File: src/rtl/pwm_pkg.sv
// -----------------------------------------------------------------------------
// pwm_pkg
// Shared constants and small helpers for the PWM peripheral:
//   CNT_W / DIV_W   counter and prescaler widths
//   CNT_MAX         last count value of a period (period = CNT_MAX+1 ticks)
//   SEL_*           2-bit output source encodings ({generator, channel})
// -----------------------------------------------------------------------------
package pwm_pkg;

   localparam int CNT_W   = 8;
   localparam int DIV_W   = 4;
   localparam int NUM_OUT = 8;

   localparam logic [CNT_W-1:0] CNT_MAX = 8'd254;

   localparam logic [1:0] SEL_G0C0 = 2'b00;
   localparam logic [1:0] SEL_G0C1 = 2'b01;
   localparam logic [1:0] SEL_G1C0 = 2'b10;
   localparam logic [1:0] SEL_G1C1 = 2'b11;

   // Picks one of the four PWM sources; pwm is packed as {g1c1, g1c0, g0c1, g0c0}.
   function automatic logic pick_source(input logic [3:0] pwm, input logic [1:0] sel);
      case (sel)
         SEL_G0C0: return pwm[0];
         SEL_G0C1: return pwm[1];
         SEL_G1C0: return pwm[2];
         default:  return pwm[3];
      endcase
   endfunction

   // Enable has priority over mode: disabled -> low, static mode -> high.
   function automatic logic output_bit(input logic en, input logic pwm_mode, input logic src);
      if (!en)       return 1'b0;
      if (!pwm_mode) return 1'b1;
      return src;
   endfunction

endpackage

File: src/rtl/pwm_gen.sv
// -----------------------------------------------------------------------------
// pwm_gen
// One PWM generator: prescaler, 255-tick period counter and two compare
// channels. Divider and duties are shadowed and only reloaded when the
// period wraps, so register writes mid-period never glitch the outputs.
// Ports:
//   clk, rst_n      system clock, asynchronous active-low reset
//   div             prescaler divider (tick every div+1 clocks)
//   duty0, duty1    channel duty values (high while count < duty)
//   pwm[1:0]        compare outputs {ch1, ch0}
//   period_start    1-clk pulse in the cycle the counter restarts at 0
// -----------------------------------------------------------------------------
module pwm_gen
   import pwm_pkg::*;
(
   input  logic             clk,
   input  logic             rst_n,
   input  logic [DIV_W-1:0] div,
   input  logic [CNT_W-1:0] duty0,
   input  logic [CNT_W-1:0] duty1,
   output logic [1:0]       pwm,
   output logic             period_start
);

   logic [DIV_W-1:0] r_pre_cnt;
   logic [DIV_W-1:0] r_div_sh;
   logic [CNT_W-1:0] r_cnt;
   logic [CNT_W-1:0] r_duty0_sh;
   logic [CNT_W-1:0] r_duty1_sh;
   logic             r_period_start;

   logic w_tick;
   logic w_wrap;

   // Compare against the shadowed divider so a new divider cannot cut a
   // prescaler interval short mid-period.
   assign w_tick = (r_pre_cnt == r_div_sh);
   assign w_wrap = w_tick && (r_cnt == CNT_MAX);

   // NOTE: sequential state uses non-blocking assignments so every register
   // samples the pre-edge values of the others, independent of statement order.
   always_ff @(posedge clk or negedge rst_n) begin
      if (!rst_n) begin
         r_pre_cnt      <= '0;
         r_div_sh       <= '0;
         r_cnt          <= '0;
         r_duty0_sh     <= '0;
         r_duty1_sh     <= '0;
         r_period_start <= 1'b0;
      end else begin
         r_period_start <= w_wrap;

         if (w_tick) begin
            r_pre_cnt <= '0;
            r_cnt     <= w_wrap ? '0 : r_cnt + 1'b1;
         end else begin
            r_pre_cnt <= r_pre_cnt + 1'b1;
         end

         // Shadows capture whatever is on the inputs in the wrap cycle.
         if (w_wrap) begin
            r_div_sh   <= div;
            r_duty0_sh <= duty0;
            r_duty1_sh <= duty1;
         end
      end
   end

   // Count never exceeds 254, so duty 255 keeps the channel permanently high.
   assign pwm          = {(r_cnt < r_duty1_sh), (r_cnt < r_duty0_sh)};
   assign period_start = r_period_start;

endmodule

File: src/rtl/pwm_peripheral.sv
// -----------------------------------------------------------------------------
// pwm_peripheral
// Two free-running PWM generators (2 channels each) routed to 8 registered
// outputs. Each output is off, static high, or one of the 4 PWM sources.
// Ports:
//   clk, rst_n         system clock, asynchronous active-low reset
//   en_out[7:0]        per-output enable (0 forces the output low)
//   en_pwm_out[7:0]    per-output mode (0 static high, 1 PWM)
//   out_3_0_sel        2-bit source selects for out0..out3 (out0 in [1:0])
//   out_7_4_sel        2-bit source selects for out4..out7 (out4 in [1:0])
//   genX_chY_duty      duty per generator/channel
//   freq_div           [3:0] gen0 divider, [7:4] gen1 divider
//   out[7:0]           registered outputs
//   period_start[1:0]  per-generator period restart pulse
// -----------------------------------------------------------------------------
module pwm_peripheral
   import pwm_pkg::*;
(
   input  logic               clk,
   input  logic               rst_n,
   input  logic [NUM_OUT-1:0] en_out,
   input  logic [NUM_OUT-1:0] en_pwm_out,
   input  logic [7:0]         out_3_0_sel,
   input  logic [7:0]         out_7_4_sel,
   input  logic [CNT_W-1:0]   gen0_ch0_duty,
   input  logic [CNT_W-1:0]   gen0_ch1_duty,
   input  logic [CNT_W-1:0]   gen1_ch0_duty,
   input  logic [CNT_W-1:0]   gen1_ch1_duty,
   input  logic [7:0]         freq_div,
   output logic [NUM_OUT-1:0] out,
   output logic [1:0]         period_start
);

   logic [1:0]           w_pwm_g0;
   logic [1:0]           w_pwm_g1;
   logic [3:0]           w_pwm;
   logic [15:0]          w_sel_all;
   logic [NUM_OUT-1:0]   w_out_next;
   logic [NUM_OUT-1:0]   r_out;

   pwm_gen u_gen0 (
      .clk          (clk),
      .rst_n        (rst_n),
      .div          (freq_div[DIV_W-1:0]),
      .duty0        (gen0_ch0_duty),
      .duty1        (gen0_ch1_duty),
      .pwm          (w_pwm_g0),
      .period_start (period_start[0])
   );

   pwm_gen u_gen1 (
      .clk          (clk),
      .rst_n        (rst_n),
      .div          (freq_div[2*DIV_W-1:DIV_W]),
      .duty0        (gen1_ch0_duty),
      .duty1        (gen1_ch1_duty),
      .pwm          (w_pwm_g1),
      .period_start (period_start[1])
   );

   // Index into w_pwm equals the select code {generator, channel}.
   assign w_pwm     = {w_pwm_g1, w_pwm_g0};
   assign w_sel_all = {out_7_4_sel, out_3_0_sel};

   // NOTE: the default assignment first means every path assigns
   // w_out_next, so no latch can be inferred.
   always_comb begin
      w_out_next = '0;
      for (int i = 0; i < NUM_OUT; i++) begin
         w_out_next[i] = output_bit(en_out[i], en_pwm_out[i],
                                    pick_source(w_pwm, w_sel_all[2*i +: 2]));
      end
   end

   always_ff @(posedge clk or negedge rst_n) begin
      if (!rst_n) r_out <= '0;
      else        r_out <= w_out_next;
   end

   assign out = r_out;

endmodule

File: config.mk
export PLATFORM = sky130hd
export DESIGN_NAME = pwm_peripheral
export DESIGN_NICKNAME = d
export VERILOG_FILES = /design/src/rtl/pwm_pkg.sv /design/src/rtl/pwm_gen.sv /design/src/rtl/pwm_peripheral.sv
export SDC_FILE = /design/constraint.sdc
export NUM_CORES = 1
export LEC_CHECK = 0
export ABC_AREA = 1
export CAP_MARGIN = 20
export CORE_MARGIN = 2
export CORE_UTILIZATION = 57
export CTS_CLUSTER_DIAMETER = 60
export DETAILED_ROUTE_END_ITERATION = 10
export GPL_TIMING_DRIVEN = 0
export PLACE_DENSITY = 0.86
export SETUP_SLACK_MARGIN = 0.02
export SLEW_MARGIN = 10
export SYNTH_ARGS = -nofsm -noshare
export SYNTH_HDL_FRONTEND = slang
export SYNTH_SLANG_ARGS = --single-unit
export TNS_END_PERCENT = 30
File: constraint.sdc
create_clock -name clk -period 3 [get_ports clk]
set_input_delay 0.6 -clock clk [delete_from_list [all_inputs] [get_ports clk]]
set_output_delay 0.6 -clock clk [all_outputs]
set_load 0.02 [all_outputs]
==> results.md <==
- Slew HR: 58.45%
- Clk sinks: between 70 and 80
- Fin util: ~73%
- Syn Area/Cell: 7.869 um^2
- Final worst path period need: 1.974 ns
- Synth top area cells: dfrtp_1 42%, nand2_1 11%, ha_1 9.7%
- Drc violations: 0
- Reg2Reg Setup Slack: roughly 1 ns
- Synth Flop Type: dfrtp_1
- Buffers & Inverters on Critical Path: 0
- Cells after synthesis: 560
- P_int: 0.001421 W
- Skew final: between 0.005 and 0.006 ns
- Initial antenna violation count: 0
- Routed Antenna Nets: 0
- CP most frequent cell: nor2_1
- Final period utilization: between 60% and 70%
- Worst r2r path cells: 8
- Slowest Stage Delay on Critical Path: 0.48 ns
- Diodes inserted: 0
- Post-synth top area share: around 42%
- CTS Buf Count: 9
- GRT overflow: 0
- PD cells: about 340 nW/um^2
- Io pins: 84
- CP delay by family, top: simple AND/OR/NAND/NOR gates
- CP max-delay cell: nor3_2
- TritonCTS clock tree: done
- Part of the power in combinational logic: about a tenth
- Clock power share: 36.2%
- RSZ-0062 raised after global routing: false
- Sw Ratio: around 25%
- Crit path required time: 3.28 ns
- Top-count cell post-synth: nand2_1
- Number of iterations in the first detailed-routing pass: 5
- Cells after DPL: 746
- Core ar.: about 7600 um^2
- Initial core utilization: 57.93%
- Slew Viols, Final: 0
- Reg-to-Reg End: out[2]
- DRT Wirelength: about 10 mm
- Post-Syn Nets: roughly 670
- CP max FO: 8
- DIE AREA: approximately 8500 um^2
- Min Hold Slack: roughly 0.18 ns
- Routability Congestion: around 0.84
- Cell Area, Synth: between 4000 and 5000 um^2
- Most frequent cells after synthesis: 135 x nand2_1, 90 x inv_1, 74 x dfrtp_1
- Asr flop ratio synth: 100.0%
- Vias in the first global route: ~4000
- First-iteration detailed-routing DRC count: 162
- Share of layout cells above drive strength 1: under 10%
- Routed len/inst: 13.40 um
- H-tree level count: 3
- Clock Latency Late Sink: about 0.35 ns
- Max Cap Viol: 0
- DP Area: roughly 5400 um^2
- Switching pwr: around 0.00047 W
- Fmax achieved: 506.5 MHz
- NumNets Final: about 760
- Finished Layout Cells: 762
- CP endpoint kind: register
- Port Buffers: slightly above 80
- Status: finished, final reports clean
- #FFs+latches synth: 74
- Arr. time, crit path: 2.25 ns
- Drt via density: approximately 5.2
- Setup Viol. Count Final: 0
- FF-to-FF Start: u_gen0.r_cnt[5]
- Setup ws final: ~1.0 ns
- Hold Path Class: primary input to async pin
- Die Wd: a little over 90 um
- Number of flops mapped to enable cells by yosys: 0
- Final hold vios: 0
- Yosys top cell by area: dfrtp_1
- GRT Total Usage: about 26%
- Detail Placement HPWL: around 7.7 mm
- Post-synthesis sequential area ratio: a little over two fifths
- Area Growth Syn to Fin: 26.01%
- Startpoint types: register
- Worst-path clk slew: roughly 0.08 ns
- Least-Margin Pin Slew: about 0.62 ns
- Sequential Power Share: 53.1%
- CP startpoint: u_gen0.r_cnt[5]
- Cells along the critical path: ha_1 -> a21oi_1 -> nor2_1 -> nor3_2 -> nand3_1 -> nand3_1 -> nor2_1 -> nor2_1
- Synth cell types: 31
- First-pass GRT wire length: about 17 mm
- Post-CTS Hold Buffers: 0
- Number of setup buffers added after CTS: 0
- # resized after CTS: 0
- Vias: between 3000 and 4000
- Largest net degree at the start of global routing: 43
- Die Span Y: 91.93 um
- Final Instance Area: about 5600 um^2
- Clock tree buffer depth: 2
- Critical path class: register to register
- Row count: 32
- Pre-CTS setup slack: between 1 and 1.5 ns
- VDD IR max: between 0.0002 and 0.00025 V
- LEAKAGE: 2.897 nW
- Clock Tree Root: clkbuf_8
- Yosys warning count: 0
## worst max path at each step
stage	end	slack (ns)	depth (start not counted)
after floorplan	u_gen0.r_duty0_sh[2]	1.46	8
after global placement	u_gen0.period_start	-1.21	1
after detailed placement	out[1]	1.11	8
after CTS	period_start[0]	1.03	2
after global routing	out[7]	0.91	8
final	out[2]	1.03	8
## flip-flops by register name, summed over array words and instances, names as in the netlist
name,count
u_gen1.r_duty0_sh,8
u_gen0.period_start,1
u_gen1.period_start,1
u_gen0.r_pre_cnt,4
out,8
u_gen0.r_duty1_sh,8
u_gen0.r_cnt,8
u_gen0.r_div_sh,4
u_gen1.r_div_sh,4
u_gen1.r_pre_cnt,4
u_gen1.r_duty1_sh,8
u_gen1.r_cnt,8
u_gen0.r_duty0_sh,8
## logic make-up (layout without fill, tap and decap cells)
group | count (synthesis) | count (layout) | synth area share, %
compound gates | 60 | 60 | 8.120
fa+ha+maj | 34 | 34 | 9.654
buf+inv | 107 | 207 | 11.19
simple gates | 270 | 270 | 26.04
xor+xnor | 15 | 15 | 2.981
flops | 74 | 74 | 42.02
## stage by stage
step / total power [W] / setup TNS, ns
2_1_floorplan: 0.001079 / 0
3_3_place_gp: 0.001220 / -89.32
3_5_place_dp: 0.001227 / 0
4_1_cts: 0.001905 / 0
5_1_grt: 0.001971 / 0
6_report: 0.001895 / 0
## cells in the final DEF (no fill, tap or decap), types with 2 or more instances in the layout
cell | synthesis | final
nand2_1 | 135 | 135
nand2_2 | 4 | 4
o21ai_1 | 5 | 5
buf_12 | 2 | 3
dfrtp_1 | 74 | 74
xor2_1 | 12 | 12
nand3_1 | 56 | 56
o21ai_0 | 21 | 21
clkinv_2 | 0 | 3
inv_1 | 90 | 90
buf_6 | 4 | 4
a21oi_1 | 17 | 17
clkinvlp_4 | 0 | 3
clkbuf_8 | 0 | 9
or2_0 | 2 | 2
ha_1 | 34 | 34
buf_2 | 2 | 2
nor3_1 | 4 | 4
inv_2 | 2 | 2
nor2_1 | 62 | 62
clkdlybuf4s50_1 | 0 | 82
o21a_1 | 3 | 3
o21ai_2 | 13 | 13
xnor2_1 | 3 | 3
buf_4 | 5 | 6
## worst register-to-register path, cell delays in order (launching register included)
cell,delay (ns)
dfrtp_1,0.44
ha_1,0.32
a21oi_1,0.19
nor2_1,0.07
nor3_2,0.48
nand3_1,0.16
nand3_1,0.10
nor2_1,0.05
nor2_1,0.09
## per-layer routing
layer / GRT usage [%] / routed length (um) / vias to the layer above
li1: - / - / 1946
met1: 29.90 / 4092 / 1860
met2: 46.26 / 5314 / 128
met3: 3.862 / 466 / 36
met4: 11.94 / 333 / 0
met5: 0 / 0 / -
## power groups by stage
stage	combinational [W]	clock [W]	sequential [W]
finish	0.000202	0.000687	0.00101
global route	0.000221	0.000743	0.00101
CTS	0.000203	0.000696	0.00101
detailed placement	0.000201	0	0.00103
global placement	0.000194	0	0.00103
floorplan	0.0000423	0	0.00104
## area by class of cell
type,instances,area [um^2]
timing repair buffer,84,848.3
fill,591,2054
clock buffer,9,123.9
inverter,94,360.3
clock inverter,7,46.29
tap,102,127.6
multi-input combinational,379,2062
sequential,74,1852
buffer,13,132.6
No activity file was read; power rests on OpenSTA's default activity.
